`config.mk`:
```
export PLATFORM = sky130hd
export DESIGN_NAME = alu_result_fifo
export DESIGN_NICKNAME = d
export VERILOG_FILES = /design/src/rtl/alu_result_fifo.sv
export SDC_FILE = /design/constraint.sdc
export NUM_CORES = 1
export LEC_CHECK = 0
export CORE_MARGIN = 2
export CORE_UTILIZATION = 30
export DETAILED_ROUTE_END_ITERATION = 8
export PLACE_DENSITY = 0.46
export SYNTH_ARGS = -nofsm -noshare
export SYNTH_HDL_FRONTEND = slang
export SYNTH_SLANG_ARGS = --single-unit
```
`constraint.sdc`:
```
create_clock -name clk -period 2.9 [get_ports clk]
set_clock_uncertainty 0.05 [all_clocks]
set_input_delay 0.58 -clock clk [delete_from_list [all_inputs] [get_ports clk]]
set_output_delay 0.58 -clock clk [all_outputs]
set_load 0.03 [all_outputs]
```
`src/rtl/alu_result_fifo.sv`:
```
// Result FIFO behind the 8-bit signed ALU, with a sticky overflow flag and a saturating overflow count.
// Optional: define ALU_RES_SAT_EN to saturate Z on overflow instead of storing the wrapped value.
module alu_result_fifo #(
    parameter int unsigned DEPTH = 4,
    parameter int unsigned W     = 8,
    parameter int unsigned CW    = 8
) (
    input  logic                       clk,
    input  logic                       rst,
    input  logic                       in_valid,
    output logic                       in_ready,
    input  logic [W-1:0]               in_z,
    input  logic                       in_of,
    input  logic [2:0]                 in_op,
    output logic                       out_valid,
    input  logic                       out_ready,
    output logic [W-1:0]               out_z,
    output logic                       out_of,
    output logic [2:0]                 out_op,
    output logic [$clog2(DEPTH):0]     count,
    output logic                       of_sticky,
    input  logic                       of_clear,
    output logic [CW-1:0]              ovf_cnt
);

    localparam int unsigned AW = $clog2(DEPTH);

    logic [W-1:0]  mem_z  [DEPTH];
    logic          mem_of [DEPTH];
    logic [2:0]    mem_op [DEPTH];

    logic [AW-1:0] wr_ptr_q, rd_ptr_q;
    logic [AW:0]   count_q;
    logic          of_sticky_q;
    logic [CW-1:0] ovf_cnt_q;

    logic          full, empty, push, pop;
    logic [W-1:0]  store_z;

    always_comb begin
        full  = (count_q == (AW+1)'(DEPTH));
        empty = (count_q == '0);
        push  = in_valid & ~full;
        pop   = out_ready & ~empty;
    end

`ifdef ALU_RES_SAT_EN
    // A set sign bit on overflow means a positive result wrapped negative.
    always_comb begin
        store_z = in_z;
        if (in_of) begin
            store_z = in_z[W-1] ? {1'b0, {(W-1){1'b1}}} : {1'b1, {(W-1){1'b0}}};
        end
    end
`else
    always_comb begin
        store_z = in_z;
    end
`endif

    // Storage needs no reset: outputs are masked while empty.
    always_ff @(posedge clk) begin
        if (push) begin
            mem_z[wr_ptr_q]  <= store_z;
            mem_of[wr_ptr_q] <= in_of;
            mem_op[wr_ptr_q] <= in_op;
        end
    end

    always_ff @(posedge clk) begin
        if (rst) begin
            wr_ptr_q    <= '0;
            rd_ptr_q    <= '0;
            count_q     <= '0;
            of_sticky_q <= 1'b0;
            ovf_cnt_q   <= '0;
        end else begin
            if (push) wr_ptr_q <= wr_ptr_q + 1'b1;
            if (pop)  rd_ptr_q <= rd_ptr_q + 1'b1;
            unique case ({push, pop})
                2'b10:   count_q <= count_q + 1'b1;
                2'b01:   count_q <= count_q - 1'b1;
                default: count_q <= count_q;
            endcase
            if (push && in_of) begin
                of_sticky_q <= 1'b1;
            end else if (of_clear) begin
                of_sticky_q <= 1'b0;
            end
            if (push && in_of && (ovf_cnt_q != '1)) begin
                ovf_cnt_q <= ovf_cnt_q + 1'b1;
            end
        end
    end

    always_comb begin
        in_ready  = ~full;
        out_valid = ~empty;
        out_z     = empty ? '0   : mem_z[rd_ptr_q];
        out_of    = empty ? 1'b0 : mem_of[rd_ptr_q];
        out_op    = empty ? 3'b0 : mem_op[rd_ptr_q];
        count     = count_q;
        of_sticky = of_sticky_q;
        ovf_cnt   = ovf_cnt_q;
    end

endmodule

```
Word level (Yosys, flattened, before mapping)
Memory sizes are Yosys's and may differ from the RTL's. A register that Yosys moved wholly into a read port is not among the register bits. Cells that the tools add are included.

Bits in registers: 16. Memories: 3. Bits in writable memories: 48. Bits of input ports: 17. Logic and storage cells: 40. Output and inout bits: 26.

Memories: mem_z (depth 4, bits a word 8, rd ports 1, clocked after memory_dff 1, wr ports 1, line 28) `logic [W-1:0] mem_z [DEPTH];`; mem_op (depth 4, bits a word 3, rd ports 1, clocked after memory_dff 1, wr ports 1, line 30) `logic [2:0] mem_op [DEPTH];`; mem_of (depth 4, bits a word 1, rd ports 1, clocked after memory_dff 1, wr ports 1, line 29) `logic mem_of [DEPTH];`.

Bitwise gates (word level): 4. Add/subtract/negate cells: 5. Reductions and logical operators: 5. Equality and inequality tests: 4. Multiplexer cells: 14.

Operator list (count): two-way mux 2 bit (6); adder 8 x 1 -> 8 bit (second input constant) (1); two-way mux 8 bit (1); inequality test 8 bit (second input constant) (1); case mux 3 bit (2 select lines) (1); two-way mux 1 bit (5); adder 2 x 1 -> 2 bit (second input constant) (2); nonzero test 2 bit (2); adder 3 x 1 -> 3 bit (second input constant) (1); == test 3 bit (second input constant) (1); zero test 3 bit (1); two-way mux 3 bit (1); subtractor 3 x 1 -> 3 bit (second input constant) (1); AND 1 bit (2); == test 2 x 1 -> 1 bit (second input constant) (1); == test 2 bit (second input constant) (1); logical AND 1 bit (2); NOT 1 bit (2).

Longest topological paths before layout
Gate-level depths: netlist of the first run.

Word-level depth: 5. Gate-level depth with buffers: 10. Mapped depth without buffers: 9.

Worst setup path after synthesis of the first run
OpenSTA, ideal clock, no wires.

Path type: register to register. Start point: register count_q[2], in the netlist count[2]. End point: register count_q[2], in the netlist count[2]. Path buffers: 1. Library setup time: 0.070 ns. Setup slack: 0.388 ns. Clock period less this slack: 2.512 ns. Stages on the path, launching flop included: 11. Data required time: 2.780 ns. Data arrival time: 2.392 ns. Path through: dfxtp_1 -> nor3b_4 -> nor2b_1 -> clkbuf_1 -> inv_1 -> ha_1 -> inv_1 -> fa_1 -> xor2_1 -> or3_1 -> a21oi_1.

Longest elaborated chain between the ends: 5. Elaborated cells on any way between the ends: 12. Those cells by class: 2 x add/sub; 3 x eq/ne; 1 x mux; 4 x bitwise; 2 x reduce/logical.

Ends and longest elaborated chain: from (decl) (line 33) `logic [AW:0] count_q;`; from (signal assigned) (line 81) `2'b10: count_q <= count_q + 1'b1;`; from (signal assigned) (line 82) `2'b01: count_q <= count_q - 1'b1;`; from (signal assigned) (line 83) `default: count_q <= count_q;`; == test 3 bit / zero test 3 bit (equally long branches) (line 41, 42); NOT 1 bit, on equally long branches (line 43, 44); AND 1 bit, on equally long branches (line 43, 44); == test 2 x 1 -> 1 bit / == test 2 bit (equally long branches) (line 80) `unique case ({push, pop})`; case mux 3 bit (2 select lines) / nonzero test 2 bit (equally long branches).

Several ways; a longest one is shown, not always the timed one. A chain may end at the register's enable or synchronous reset.

==> run summary, run 1 <==
Status - finished, final reports clean
Post-route DRC - 0
Worst EP arrival - 2.13 ns
Syn_nets - 199
Worst EP required - 2.27 ns
Hold_buf cts - 0
Vias/cell - 4.62
Layout cells sized above 1 - 0.209
Multi-input logic area - 888 um2
Final nets - 258
Final Max Slew Viols - 0
Routed length per placed instance - 15.1 um
Mapped cell area - 2750 um2
Clock transition at path regs - 0.08 ns
Setup CP Type - reg2out
Vias - 1603
Util after Layout - 0.408
First-pass GRT wire length - 8.71 mm
Fmax - 0.362 GHz
CTS Buf Count - 9
Worst vdd ir - 0.245 mV
Commonest cells in the netlist - edfxtp_1, dfxtp_1, nor2_1, and2_1, mux4_2
Slew @ Worst Pin - 0.383 ns
Clock latency on the worst-skew pair - 0.33 ns
Rel. slew slack - 0.741
Pwr Density - 861 nW/um2
Slowest cell on crit path - clkdlybuf4s50_1
Clock Sinks - 66
CP endpoint kind - primary output
Max incr delay on CP - 0.58 ns
Largest net degree at the start of global routing - 18
Routed wire length - 5.24 mm
Root buffer cell - clkbuf_8
Global Route Usage Sum - 0.117
Setup crit start kind - flop
Post-synthesis area per instance - 15.7 um2
DP HPWL - 3.57 mm
Starting Density - 0.313
Design Power - 3.10 mW
Top-Level Pins - 43
Vias in the first global route - 1720
Final Critical Period - 2.76 ns
Die H - 99.8 um
Drt initial violations - 59
Port Buffers - 42
TritonCTS clock tree - yes
Setup Fix Bufs, Post-CTS - 0
Final setup fails - 0
Antenna-violating nets left - 0
Ranking of synthesized cells by area - edfxtp_1, dfxtp_1, mux4_2
Htree depth - 3
GR Overflow Total - 0
Worst-case clock buffer depth - 2
Register area - 1800 um2
Die ar. - 9960 um2
Fraction of registers with async set or reset after synthesis - 0
Synth Register Bits - 66
Seq/Total Area, Yosys - 0.654
Initial DRT Pass Iterations - 4
Placement Rows - 34
Leak - 1.23 nW
Worst Hold Class - reg2reg
Initial antenna violation count - 0
Final weighted congestion of routability-driven global placement - 0.684
Main synth FF type - edfxtp_1
Post-synth EDFFs - 48
Fin crit share - 0.952
Most frequent cell after synthesis - edfxtp_1
Core Footprint - 8810 um2
Crit Path Max Fanout - 12
Final Hold Viols - 0
PostCTS Resize Cnt - 0
Die X - 99.8 um
Area Overhead vs Synth - 30.6%
Fill cells - 824
Unique masters post-synth - 41
Yosys top cell area share - 0.523
Min Hold Slack - 0.447 ns
Crit path cell chain - buf_12 -> mux4_2 -> and2_1 -> clkdlybuf4s50_1
Max-cap violations - 0
Placed Cells - 331
Setup tns final - 0 ns
Post-route insts no fill - 347
Synthesis warning total - 0
RSZ-0062 raised after global routing - false
Synth area leader - edfxtp_1
Antenna cell count - 0
Synth Instances - 175
[layout make-up]
| cell class | count | area share |
|---|---|---|
| Timing Repair Buffer | 54 | 0.145 |
| Clock inverter | 7 | 0.0261 |
| Clock buffer | 9 | 0.0344 |
| Multi-Input combinational cell | 95 | 0.247 |
| Tap cell | 108 | 0.0376 |
| Sequential cell | 66 | 0.501 |
| Inverter | 8 | 0.00835 |
[critical path, delay by kind of cell, from the launching register on]
kind	cells	cell delay, ns
muxes	1	0.51
buffers and inverters	2	0.75
DFF	1	0.36
and+or+nand+nor	1	0.17
[report_power, final]
part / switching, mW / internal, mW
logic: 0.564 / 0.515
clock network: 0.351 / 0.482
registers: 0.0565 / 1.13
total: 0.972 / 2.13
[sequential cells by signal, summed over array words and instances (netlist names), named ones only]
register and flops:
mem_of 4, of_sticky 1, count 3, wr_ptr_q 2, mem_z 32, rd_ptr_q 2
ovf_cnt 8, mem_op 12
[cell families after synthesis]
logic type      count (synthesis)  synth area share
compound gates                 12            0.0363
xor+xnor                        7            0.0223
fa+ha+maj                       7            0.0345
buf+inv                        14            0.0232
flops                          66             0.654
mux                            15             0.111
simple gates                   54             0.119
[through the flow]
stage                     cell area [um2]  setup WS, ns
after floorplan                      2750         0.388
after global placement               3380         0.388
after detailed placement             3380         0.353
after CTS                            3600        0.0978
after global routing                 3600        0.0348
final                                3600         0.138
[routing by layer]
metal | track usage | wire (um) | vias up
li1 | - | - | 772
met2 | 0.191 | 2630 | 38
met3 | 0.0355 | 169 | 5
met4 | 0.0379 | 57 | 0
met5 | 0 | 0 | -
met1 | 0.149 | 2390 | 788
[cells in the final DEF (no fill, tap or decap), types with 2 or more instances in the layout]
master and count:
xor2_1 3, and2_1 16, xnor2_1 4, mux4_2 12, buf_4 11, nand3_1 3
mux2i_1 2, a211oi_1 2, edfxtp_1 48, clkdlybuf4s50_1 42, clkinv_4 2, inv_1 8
clkbuf_8 9, ha_1 6, nor2b_1 2, nor2_1 17, a21oi_1 5, dfxtp_1 18
bufinv_16 2
[path summary, 6_finish.rpt]
check | startpoint | to | slack [ns] | depth (start not counted)
hold reg to reg | of_sticky | of_sticky | 0.45 | 2
hold / removal | of_sticky | of_sticky | 0.45 | 2
setup reg to reg | count[1] | count[2] | 0.60 | 8
setup / recovery | flop | out_z[7] | 0.14 | 4
Power figures use the tool's default switching activity.
==> run 2, diff against run 1 <==
- GPL_TIMING_DRIVEN: not set -> 0
==> run summary, run 2 (synthesis gave the netlist of run 1 again) <==
Status - finished, final reports clean
Worst EP arrival - 2.13 ns
Antenna-violating nets left - 0
TritonCTS clock tree - yes
Port Buffers - 41
Post-route setup slack - 0.144 ns
RSZ-0062 raised after global routing - false
Max reg flops - 32
Worst EP required - 2.27 ns
Final setup fails - 0
Crit path cell chain - or3_2 -> clkbuf_2 -> clkdlybuf4s50_1
Routed length per placed instance - 15.3 um
Min Hold Slack - 0.410 ns
Top reg by flops - mem_z
Max incr delay on CP - 0.63 ns
CP endpoint kind - primary output
Worst vdd ir - 0.286 mV
Initial DRT Pass Iterations - 6
Worst Hold Class - in2reg
Largest net degree at the start of global routing - 13
Initial antenna violation count - 0
Fin crit share - 0.950
Setup CP Type - reg2out
First-pass GRT wire length - 8.48 mm
Setup tns final - 0 ns
Final nets - 251
Placement Rows - 34
Clock Sinks - 66
Worst slack, placed - 0.120 ns
Most common cell after layout, fill and taps aside - edfxtp_1
Max-cap violations - 0
Clock transition at path regs - 0.07 ns
Worst-case clock buffer depth - 2
Slowest cell on crit path - clkdlybuf4s50_1
R2R depth - 10
Final Max Slew Viols - 0
Setup Fix Bufs, Post-CTS - 0
Final Hold Viols - 0
Design Power - 3.09 mW
Rel. slew slack - 0.516
Crit Path Max Fanout - 10
Final weighted congestion of routability-driven global placement - 0.694
Hold depth - 2
Fill cells - 829
Die X - 99.8 um
Htree depth - 3
Leak - 1.23 nW
Area Overhead vs Synth - 28.0%
CP Depth - 3
Global Route Usage Sum - 0.114
CTS Buf Count - 9
Starting Density - 0.313
Core Footprint - 8810 um2
Routed wire length - 5.20 mm
Drt initial violations - 43
Root buffer cell - clkbuf_8
Vias - 1557
Commonest non-fill, non-tap cells in the layout - edfxtp_1, clkdlybuf4s50_1, dfxtp_1, nor2_1, and2_1
GR Overflow Total - 0
Die ar. - 9960 um2
Clock latency on the worst-skew pair - 0.33 ns
Slew @ Worst Pin - 0.726 ns
Pwr Density - 875 nW/um2
Die H - 99.8 um
Final Critical Period - 2.76 ns
Setup crit start kind - flop
CP bufs+invs - 2
Vias/cell - 4.59
Crit-path leading delay family - buffers and inverters
Vias in the first global route - 1601
Top-Level Pins - 43
Antenna cell count - 0
DP HPWL - 3.41 mm
Layout cells sized above 1 - 0.177
Fmax - 0.363 GHz
Post-route DRC - 0
-- run 2: routing by layer --
layer / global-route usage / vias up / part of all wire
met2: 0.191 / 36 / 0.50
met1: 0.137 / 766 / 0.44
met5: 0 / - / 0
met4: 0.0379 / 0 / 0.014
met3: 0.0411 / 5 / 0.042
li1: - / 750 / -
-- run 2: timing repair --
item                                    in CTS  in global routing
resized for setup                           13                  0
endpoints found under the setup margin      10                  0
hold buffers                                 0                  0
-- run 2: area by class of cell --
class / count / area [um2] / area share
repair buffers: 41 / 398 / 0.113
clock buffers: 10 / 128 / 0.0362
well taps: 108 / 135 / 0.0383
inverters: 8 / 30.0 / 0.00852
plain buffers: 6 / 40.0 / 0.0114
clock inverters: 5 / 104 / 0.0295
flip-flops and latches: 66 / 1800 / 0.511
multi-input cells: 95 / 888 / 0.252
-- run 2: per-stage QoR --
stage	area [um2]	utilization	instances
floorplan	2750	-	175
global placement	3300	0.375	324
detailed placement	3300	0.375	324
CTS	3520	0.400	339
global route	3520	0.400	339
finish	3520	0.400	339
-- run 2: where the power goes --
part / internal (mW) / switching (mW)
Combinational: 0.431 / 0.560
Sequential: 1.13 / 0.0621
Clock: 0.567 / 0.335
-- run 2: path summary, 6_finish.rpt --
| check | startpoint | end | slack [ns] |
|---|---|---|---|
| min | rst | count[2] | 0.41 |
| max | count[1] | out_valid | 0.14 |
| max reg2reg | count[2] | count[2] | 0.37 |
| min reg2reg | of_sticky | of_sticky | 0.44 |
